### src/rtl/mc_pkg.sv
// Shared types and encodings for the multicycle ARM control unit.
package mc_pkg;

  typedef enum logic [3:0] {
    S_FETCH   = 4'd0,
    S_DECODE  = 4'd1,
    S_MEMADR  = 4'd2,
    S_MEMRD   = 4'd3,
    S_MEMWB   = 4'd4,
    S_MEMWR   = 4'd5,
    S_EXECR   = 4'd6,
    S_EXECI   = 4'd7,
    S_ALUWB   = 4'd8,
    S_BRANCH  = 4'd9,
    S_ILLEGAL = 4'd10
  } state_t;

  localparam logic [2:0] ALU_ADD = 3'd0;
  localparam logic [2:0] ALU_SUB = 3'd1;
  localparam logic [2:0] ALU_AND = 3'd2;
  localparam logic [2:0] ALU_ORR = 3'd3;
  localparam logic [2:0] ALU_EOR = 3'd4;

  localparam logic [3:0] CMD_AND = 4'b0000;
  localparam logic [3:0] CMD_EOR = 4'b0001;
  localparam logic [3:0] CMD_SUB = 4'b0010;
  localparam logic [3:0] CMD_ADD = 4'b0100;
  localparam logic [3:0] CMD_TST = 4'b1000;
  localparam logic [3:0] CMD_CMP = 4'b1010;
  localparam logic [3:0] CMD_ORR = 4'b1100;

  localparam logic [3:0] COND_EQ = 4'b0000;
  localparam logic [3:0] COND_NE = 4'b0001;
  localparam logic [3:0] COND_CS = 4'b0010;
  localparam logic [3:0] COND_CC = 4'b0011;
  localparam logic [3:0] COND_MI = 4'b0100;
  localparam logic [3:0] COND_PL = 4'b0101;
  localparam logic [3:0] COND_VS = 4'b0110;
  localparam logic [3:0] COND_VC = 4'b0111;
  localparam logic [3:0] COND_HI = 4'b1000;
  localparam logic [3:0] COND_LS = 4'b1001;
  localparam logic [3:0] COND_GE = 4'b1010;
  localparam logic [3:0] COND_LT = 4'b1011;
  localparam logic [3:0] COND_GT = 4'b1100;
  localparam logic [3:0] COND_LE = 4'b1101;
  localparam logic [3:0] COND_AL = 4'b1110;

  localparam logic [1:0] SRCB_RD2  = 2'b00;
  localparam logic [1:0] SRCB_EXT  = 2'b01;
  localparam logic [1:0] SRCB_FOUR = 2'b10;

  localparam logic [1:0] RES_ALUOUT    = 2'b00;
  localparam logic [1:0] RES_DATA      = 2'b01;
  localparam logic [1:0] RES_ALURESULT = 2'b10;

endpackage

### src/rtl/mc_condlogic.sv
// Flags register, latched condition result and the ARM condition-code check.
module mc_condlogic
  import mc_pkg::*;
(
  input  logic       clk,
  input  logic       reset,
  input  logic [3:0] i_cond,
  input  logic [3:0] i_alu_flags,
  input  logic       i_cond_load,
  input  logic [1:0] i_flag_w,
  output logic       o_cond_q,
  output logic [3:0] o_flags
);

  logic [3:0] r_flags;
  logic       r_cond_q;
  logic       w_cond_ok;

  function automatic logic condcheck(input logic [3:0] cond, input logic [3:0] flags);
    logic n, z, c, v, ge;
    {n, z, c, v} = flags;
    ge = (n == v);
    case (cond)
      COND_EQ: condcheck = z;
      COND_NE: condcheck = ~z;
      COND_CS: condcheck = c;
      COND_CC: condcheck = ~c;
      COND_MI: condcheck = n;
      COND_PL: condcheck = ~n;
      COND_VS: condcheck = v;
      COND_VC: condcheck = ~v;
      COND_HI: condcheck = c & ~z;
      COND_LS: condcheck = ~(c & ~z);
      COND_GE: condcheck = ge;
      COND_LT: condcheck = ~ge;
      COND_GT: condcheck = ~z & ge;
      COND_LE: condcheck = ~(~z & ge);
      COND_AL: condcheck = 1'b1;
      default: condcheck = 1'b0;
    endcase
  endfunction

  assign w_cond_ok = condcheck(i_cond, r_flags);

  // Flag writes are gated by the condition latched during DECODE.
  always_ff @(posedge clk) begin
    if (reset) begin
      r_flags  <= 4'b0000;
      r_cond_q <= 1'b0;
    end else begin
      if (i_cond_load) r_cond_q <= w_cond_ok;
      if (i_flag_w[1] && r_cond_q) r_flags[3:2] <= i_alu_flags[3:2];
      if (i_flag_w[0] && r_cond_q) r_flags[1:0] <= i_alu_flags[1:0];
    end
  end

  assign o_cond_q = r_cond_q;
  assign o_flags  = r_flags;

endmodule

### src/rtl/mc_controller.sv
// Multicycle ARM control unit: Moore main FSM and ALU decoder around mc_condlogic.
module mc_controller
  import mc_pkg::*;
#(
  parameter int unsigned ALUCTRL_W = 4,
  parameter bit          EN_EOR    = 1'b1,
  parameter bit          EN_TST    = 1'b1
) (
  input  logic                 clk,
  input  logic                 reset,
  input  logic [3:0]           Cond,
  input  logic [1:0]           Op,
  input  logic [5:0]           Funct,
  input  logic [3:0]           Rd,
  input  logic [3:0]           ALUFlags,
  output logic                 PCWrite,
  output logic                 MemWrite,
  output logic                 RegWrite,
  output logic                 IRWrite,
  output logic                 AdrSrc,
  output logic [1:0]           RegSrc,
  output logic                 ALUSrcA,
  output logic [1:0]           ALUSrcB,
  output logic [1:0]           ResultSrc,
  output logic [1:0]           ImmSrc,
  output logic [ALUCTRL_W-1:0] ALUControl,
  output logic                 IllegalInstr,
  output logic [3:0]           State
);

  state_t     r_state;
  state_t     w_state_next;
  logic [3:0] w_cmd;
  logic       w_s;
  logic [2:0] w_dec_op;
  logic [2:0] w_alu_op;
  logic       w_no_write;
  logic       w_cmd_legal;
  logic [1:0] w_dec_flag_w;
  logic [1:0] w_flag_w;
  logic       w_cond_load;
  logic       w_cond_q;
  logic [3:0] w_flags;
  logic       w_rd_pc;

  assign w_cmd   = Funct[4:1];
  assign w_s     = Funct[0];
  assign w_rd_pc = (Rd == 4'b1111);

  always_comb begin
    w_dec_op    = ALU_ADD;
    w_no_write  = 1'b0;
    w_cmd_legal = 1'b1;
    case (w_cmd)
      CMD_ADD: w_dec_op = ALU_ADD;
      CMD_SUB: w_dec_op = ALU_SUB;
      CMD_AND: w_dec_op = ALU_AND;
      CMD_ORR: w_dec_op = ALU_ORR;
      CMD_EOR: begin
        w_dec_op    = ALU_EOR;
        w_cmd_legal = EN_EOR;
      end
      CMD_CMP: begin
        w_dec_op   = ALU_SUB;
        w_no_write = 1'b1;
      end
      CMD_TST: begin
        w_dec_op    = ALU_AND;
        w_no_write  = 1'b1;
        w_cmd_legal = EN_TST;
      end
      default: w_cmd_legal = 1'b0;
    endcase
  end

  assign w_dec_flag_w = {w_s, w_s & ((w_cmd == CMD_ADD) | (w_cmd == CMD_SUB) | (w_cmd == CMD_CMP))};

  mc_condlogic u_condlogic (
    .clk         (clk),
    .reset       (reset),
    .i_cond      (Cond),
    .i_alu_flags (ALUFlags),
    .i_cond_load (w_cond_load),
    .i_flag_w    (w_flag_w),
    .o_cond_q    (w_cond_q),
    .o_flags     (w_flags)
  );

  always_ff @(posedge clk) begin
    if (reset) r_state <= S_FETCH;
    else       r_state <= w_state_next;
  end

  always_comb begin
    w_state_next = S_FETCH;
    case (r_state)
      S_FETCH:  w_state_next = S_DECODE;
      S_DECODE: begin
        case (Op)
          2'b01:   w_state_next = S_MEMADR;
          2'b10:   w_state_next = S_BRANCH;
          2'b00:   w_state_next = !w_cmd_legal ? S_ILLEGAL : (Funct[5] ? S_EXECI : S_EXECR);
          default: w_state_next = S_ILLEGAL;
        endcase
      end
      S_MEMADR: w_state_next = Funct[0] ? S_MEMRD : S_MEMWR;
      S_MEMRD:  w_state_next = S_MEMWB;
      S_EXECR,
      S_EXECI:  w_state_next = S_ALUWB;
      default:  w_state_next = S_FETCH;
    endcase
  end

  always_comb begin
    PCWrite      = 1'b0;
    MemWrite     = 1'b0;
    RegWrite     = 1'b0;
    IRWrite      = 1'b0;
    AdrSrc       = 1'b0;
    ALUSrcA      = 1'b0;
    ALUSrcB      = SRCB_RD2;
    ResultSrc    = RES_ALUOUT;
    IllegalInstr = 1'b0;
    w_alu_op     = ALU_ADD;
    w_flag_w     = 2'b00;
    w_cond_load  = 1'b0;
    case (r_state)
      S_FETCH: begin
        IRWrite   = 1'b1;
        PCWrite   = 1'b1;
        ALUSrcA   = 1'b1;
        ALUSrcB   = SRCB_FOUR;
        ResultSrc = RES_ALURESULT;
      end
      S_DECODE: begin
        ALUSrcA     = 1'b1;
        ALUSrcB     = SRCB_FOUR;
        ResultSrc   = RES_ALURESULT;
        w_cond_load = 1'b1;
      end
      S_MEMADR: ALUSrcB = SRCB_EXT;
      S_MEMRD:  AdrSrc = 1'b1;
      S_MEMWB: begin
        ResultSrc = RES_DATA;
        RegWrite  = w_cond_q;
        PCWrite   = w_cond_q & w_rd_pc;
      end
      S_MEMWR: begin
        AdrSrc   = 1'b1;
        MemWrite = w_cond_q;
      end
      S_EXECR,
      S_EXECI: begin
        ALUSrcB  = (r_state == S_EXECI) ? SRCB_EXT : SRCB_RD2;
        w_alu_op = w_dec_op;
        w_flag_w = w_dec_flag_w;
      end
      S_ALUWB: begin
        RegWrite = w_cond_q & ~w_no_write;
        PCWrite  = w_cond_q & ~w_no_write & w_rd_pc;
      end
      S_BRANCH: begin
        ALUSrcB   = SRCB_EXT;
        ResultSrc = RES_ALURESULT;
        PCWrite   = w_cond_q;
      end
      S_ILLEGAL: IllegalInstr = 1'b1;
      default: ;
    endcase
    // An instruction interrupted by reset must not commit its final write.
    if (reset) begin
      MemWrite = 1'b0;
      RegWrite = 1'b0;
      if (r_state != S_FETCH) PCWrite = 1'b0;
    end
  end

  assign ALUControl = ALUCTRL_W'(w_alu_op);
  assign RegSrc     = {(Op == 2'b01) & ~Funct[0], (Op == 2'b10)};
  assign ImmSrc     = Op;
  assign State      = r_state;

endmodule

### config.mk
export PLATFORM = sky130hd
export DESIGN_NAME = mc_controller
export DESIGN_NICKNAME = d
export VERILOG_FILES = /design/src/rtl/mc_pkg.sv /design/src/rtl/mc_condlogic.sv /design/src/rtl/mc_controller.sv
export SDC_FILE = /design/constraint.sdc
export NUM_CORES = 1
export LEC_CHECK = 0
export BUFFER_PORTS_ARGS = -buffer_cell sky130_fd_sc_hd__buf_4
export CAP_MARGIN = 5
export CORE_AREA = 3 3 49 51
export CTS_CLUSTER_DIAMETER = 100
export CTS_CLUSTER_SIZE = 16
export DETAILED_ROUTE_END_ITERATION = 12
export DIE_AREA = 0 0 52 54
export PLACE_DENSITY_LB_ADDON = 0.15
export SYNTH_ARGS = -nofsm -noshare
export SYNTH_HDL_FRONTEND = slang
export SYNTH_SLANG_ARGS = --single-unit
### constraint.sdc
create_clock -name clk -period 2 [get_ports clk]
set_input_delay 0.1 -clock clk [delete_from_list [all_inputs] [get_ports clk]]
set_output_delay 0.1 -clock clk [all_outputs]
set_load 0.01 [all_outputs]
==> Word level (Yosys, flattened, before mapping) <==
Index checks and enable logic that the tools add are counted.
{ "classes": {"n_eq_ne": 34, "muxes": 26, "bitwise_logic": 18, "n_reduce_logical": 16} }
{ "op_table": {"columns": ["op", "count"], "rows": [
  ["== test 4 bit, second input constant", 14],
  ["== test 4 x 3 -> 1 bit, second input constant", 9],
  ["== test 4 x 2 -> 1 bit, second input constant", 5],
  ["case mux 4 bit (5 select lines)", 1],
  ["case mux 1 bit (15 select lines)", 1],
  ["2-to-1 mux 1 bit", 14],
  ["OR reduction 2 bit", 7],
  ["== test 4 x 1 -> 1 bit, second input constant", 3],
  ["zero test 4 bit", 3],
  ["case mux 3 bit (4 select lines)", 1],
  ["case mux 4 bit (3 select lines)", 1],
  ["inverter 1 bit", 9],
  ["AND 1 bit", 7],
  ["OR reduction 7 bit", 1],
  ["2-to-1 mux 3 bit", 2],
  ["case mux 2 bit (3 select lines)", 1],
  ["2-to-1 mux 4 bit", 1],
  ["case mux 1 bit (4 select lines)", 1],
  ["case mux 2 bit (2 select lines)", 1],
  ["nonzero test 4 bit", 1],
  ["OR reduction 3 bit", 1],
  ["== test 2 x 1 -> 1 bit, second input constant", 1],
  ["== test 2 bit, second input constant", 1],
  ["logical AND 1 bit", 2],
  ["5 further kinds", 6]
]} }
{ "totals": {"regBits": 9, "output_inout_bits": 23, "wordCells": 98} }

==> Depth between registers and ports, before layout <==
{ "depth": {"depth_word": 9, "depth_mapped": 6, "depth_no_buf": 5} }

==> Hierarchy <==
A second synthesis with hierarchy kept.
{ "unflattened": {"hier_cells": 121, "hier_area_um2": 974.7} }
{ "by_module_without_submodules": {"columns": ["module", "n_inst", "cells_per_inst", "area_each_um2", "seq_area_each_um2"], "rows": [
  ["mc_controller", 1, 71, 564.3, 80.1],
  ["mc_condlogic", 1, 50, 410.4, 100.1]
]} }

==> Worst setup path after synthesis <==
Ideal clock, no wire load.
{ "synth_path": {"kind": "register to output", "start": "register r_state[3] (netlist: State[3])", "end": "output port RegWrite", "arrival_time_ps": 1634, "t_required_ps": 1900, "slack_ps": 266, "path_stages_with_launch": 5, "cell_sequence": "dfxtp_1 buf_6 or2b_1 a21o_1 a2111oi_0"} }
{ "synth_between": {"elab_chain_len": 3} }
{ "synth_rtl": {"columns": ["item", "line", "source"], "rows": [
  ["from (decl)", "mc_controller.sv:31", "state_t r_state;"],
  ["from (signal assigned)", "mc_controller.sv:91", "else r_state <= w_state_next;"],
  ["== test 4 bit or == test 4 x 3 -> 1 bit (tied branches)", "mc_controller.sv:127", "case (r_state)"],
  ["case mux 1 bit (2 select lines) (*)", "mc_controller.sv:127", null],
  ["2-to-1 mux 1 bit (*)", "mc_controller.sv:171", "if (reset) begin"],
  ["to (decl)", "mc_controller.sv:18", "output logic RegWrite,"]
]} }
Every way passes the cells marked *; elsewhere a longest branch is shown, timed or not.

==> Worst setup path after layout <==
Ends and elaborated chain as after synthesis.

==> flow_summary.ini <==
[run_status]
status = complete, no violations

[synth]
ys.flop_type = dfxtp_1
syn_nets = 145
yosys.area.top_type_share_pct = 20.2
avgSynthCellArea_um2 = 7.25
ys_seq_area_share_pct = 20.2
syn-cell-area_um2 = 892
async_reset_ff_share_pct = 0
synth-seq-cells = 9
synth-edff-count = 0
synth_cell_type_count = 41
netlist_instances = 123
yosysTopAreaCell = dfxtp_1
synth_area_leaders = dfxtp_1 20%, nor2_1 6.3%, nand3b_1 5.9%, mux2i_1 5.6%, buf_4 4.2%
synth-warning-count = 0

[placed_design]
io_buffers = 43
gp_congestion = 0.911
hpwl_um = 1800
place_ws_ns = 0.285

[clocking]
worstSkewPairLatency_ns = 0.26
cts_buffers = 3
cts.sinks = 9
tritoncts = built
clkSlewWorstSetupHoldPaths_ns = 0.06
clock_path_buffers = 2
clockRootBuffer = clkbuf_4
hold_buffers = 0
htree_levels = 1

[drt]
vias_per_cell = 5.43
drc_errors = 0
wl_per_cell_um = 12.2
detail-route-antenna-nets = 0
drt-pass1-iter-count = 4
vias = 1021
drt_iter0_drc = 28
wl_um = 2300

[critical_path]
required_ns = 1.90
end_kind = output pin
slowest_delay_ns = 0.46
crit_buf_inv = 1
cpMaxStageDelayCell = a2111oi_0
cp.arrival_ns = 1.82
path_cells = or2b_1, a21o_1, a2111oi_0, buf_4
cp-start-kind = flop
cp_max_fo = 11
rrSetupSlack_ns = 0.43
critical_path_class = reg2out
crit_family = compound AO/OA/AOI/OAI gates

[floorplan]
core-area_mm2 = 0.00198
rows = 16
dieHeight_um = 54
initial_core_util_pct = 45.0
die_width_um = 52
dieArea_mm2 = 0.00281
ios = 45

[global_routing]
antenna_found_initial = 0
grt_first_pass_wirelength_um = 3660
grt_max_degree = 15
grt_use_total_pct = 17.2
grt_overflow_total = 0
grt_pass1_vias = 878

[power_and_ir_drop]
power_density_mw_per_mm2 = 477
power_leakage_nw = 0.513
ir_drop_mv = 0.284

[layout]
drive_above_1_share_pct = 34.2
n_antenna_cell = 0
fin_nets = 184
fill_cells = 172
syn_to_final_growth_pct = 37.2

[timing]
rsz0062_at_grt = false
period_needed_ns = 1.92
hold_viol = 0
fin_skew_ns = 0.00574
maxSlewViolCount = 0
setup_violations = 0
worst_slack_ns = 0.0826
fin_crit_sh_pct = 95.9
finalSetupTns_ns = 0
timing.fmax_mhz = 522

[run]
maxCapViolations = 0

[hold_path]
hold_path.class = in2reg
[state kept, by name, indices dropped and copies added (netlist names)]
name,count
State,4
u_condlogic.o_cond_q,1
u_condlogic.o_flags,4
[final timing paths]
kind	start	end	depth (start not counted)
setup / recovery	State[3]	RegWrite	4
hold reg to reg	u_condlogic.o_flags[2]	u_condlogic.o_flags[2]	2
setup reg to reg	State[3]	u_condlogic.o_flags[1]	5
hold / removal	reset	u_condlogic.o_flags[3]	2
[where the power goes]
part           internal [mW]  switching (mW)
clock                 0.0737          0.0646
combinational          0.120           0.118
sequential             0.190          0.0176
total                  0.383           0.201
[routing by layer]
layer  global-route usage (%)  wire, um  part of all wire (%)
met1                     21.3      1030                    45
met2                     29.3      1080                    47
met3                     3.32       161                   7.0
met4                     6.55        18                  0.78
met5                        0         0                     0
[cell usage after synthesis, types with 2 or more instances]
| cell | instances |
|---|---|
| a2111oi_0 | 2 |
| nor3_1 | 7 |
| o21ai_0 | 7 |
| mux2i_1 | 5 |
| a21oi_1 | 7 |
| a31oi_1 | 3 |
| o211ai_1 | 3 |
| xnor2_1 | 2 |
| inv_1 | 6 |
| nand3b_1 | 7 |
| nand2_1 | 8 |
| nor2_1 | 15 |
| buf_4 | 5 |
| clkbuf_1 | 3 |
| nor2b_1 | 3 |
| nand4_1 | 2 |
| dfxtp_1 | 9 |
| a211oi_1 | 2 |
| nand2b_1 | 2 |
| o22ai_1 | 3 |
| nor3b_1 | 2 |
[per-stage QoR]
step                      std cells  util, %  hold slack (ns)  instance area [um^2]  power (mW)
final                           188     61.7           0.0358                  1220       0.584
after global routing            188     61.7           0.0327                  1220       0.630
after CTS                       188     61.7           0.0246                  1220       0.591
after detailed placement        184     60.3            0.312                  1190       0.449
after global placement          184     60.3            0.306                  1190       0.447
after floorplan                 123        -            0.172                   892       0.344
[placed cells by master (no fill, tap or decap), types with 3 or more instances in the layout]
| cell type | n |
|---|---|
| o211ai_1 | 3 |
| clkbuf_4 | 3 |
| nor3_1 | 7 |
| nor2_1 | 15 |
| o22ai_1 | 3 |
| inv_1 | 6 |
| a31oi_1 | 3 |
| o21ai_0 | 7 |
| dfxtp_1 | 8 |
| nand3b_1 | 7 |
| buf_4 | 45 |
| nand2_1 | 8 |
| nor2b_1 | 3 |
| mux2i_1 | 5 |
| a21oi_1 | 7 |
[timing repair]
item | in CTS | in global routing
buffers inserted | 0 | 0
gates resized for setup | 1 | 0
setup endpoints to repair | 1 | 0
[cell families (layout without fill, tap and decap cells)]
| kind of cell | Yosys count | after routing | synth area share [%] |
|---|---|---|---|
| AO/OA/AOI/OAI | 33 | 33 | 25.2 |
| XOR/XNOR | 3 | 3 | 2.95 |
| buffers and inverters | 17 | 55 | 10.2 |
| flip-flops | 9 | 9 | 20.2 |
| multiplexers | 6 | 6 | 6.87 |
| other | 1 | 1 | 0.420 |
| AND/OR/NAND/NOR | 54 | 54 | 34.1 |
[area by class of cell]
type / count / area [um^2] / area share, %
Clock inverter: 1 / 5.00 / 0.409
Clock buffer: 3 / 22.5 / 1.84
Timing Repair Buffer: 45 / 338 / 27.6
Multi-Input combinational cell: 97 / 621 / 50.7
Sequential cell: 9 / 181 / 14.8
Inverter: 6 / 22.5 / 1.84
Tap cell: 27 / 33.8 / 2.76
Note: power is estimated with default switching activity, not from simulation.
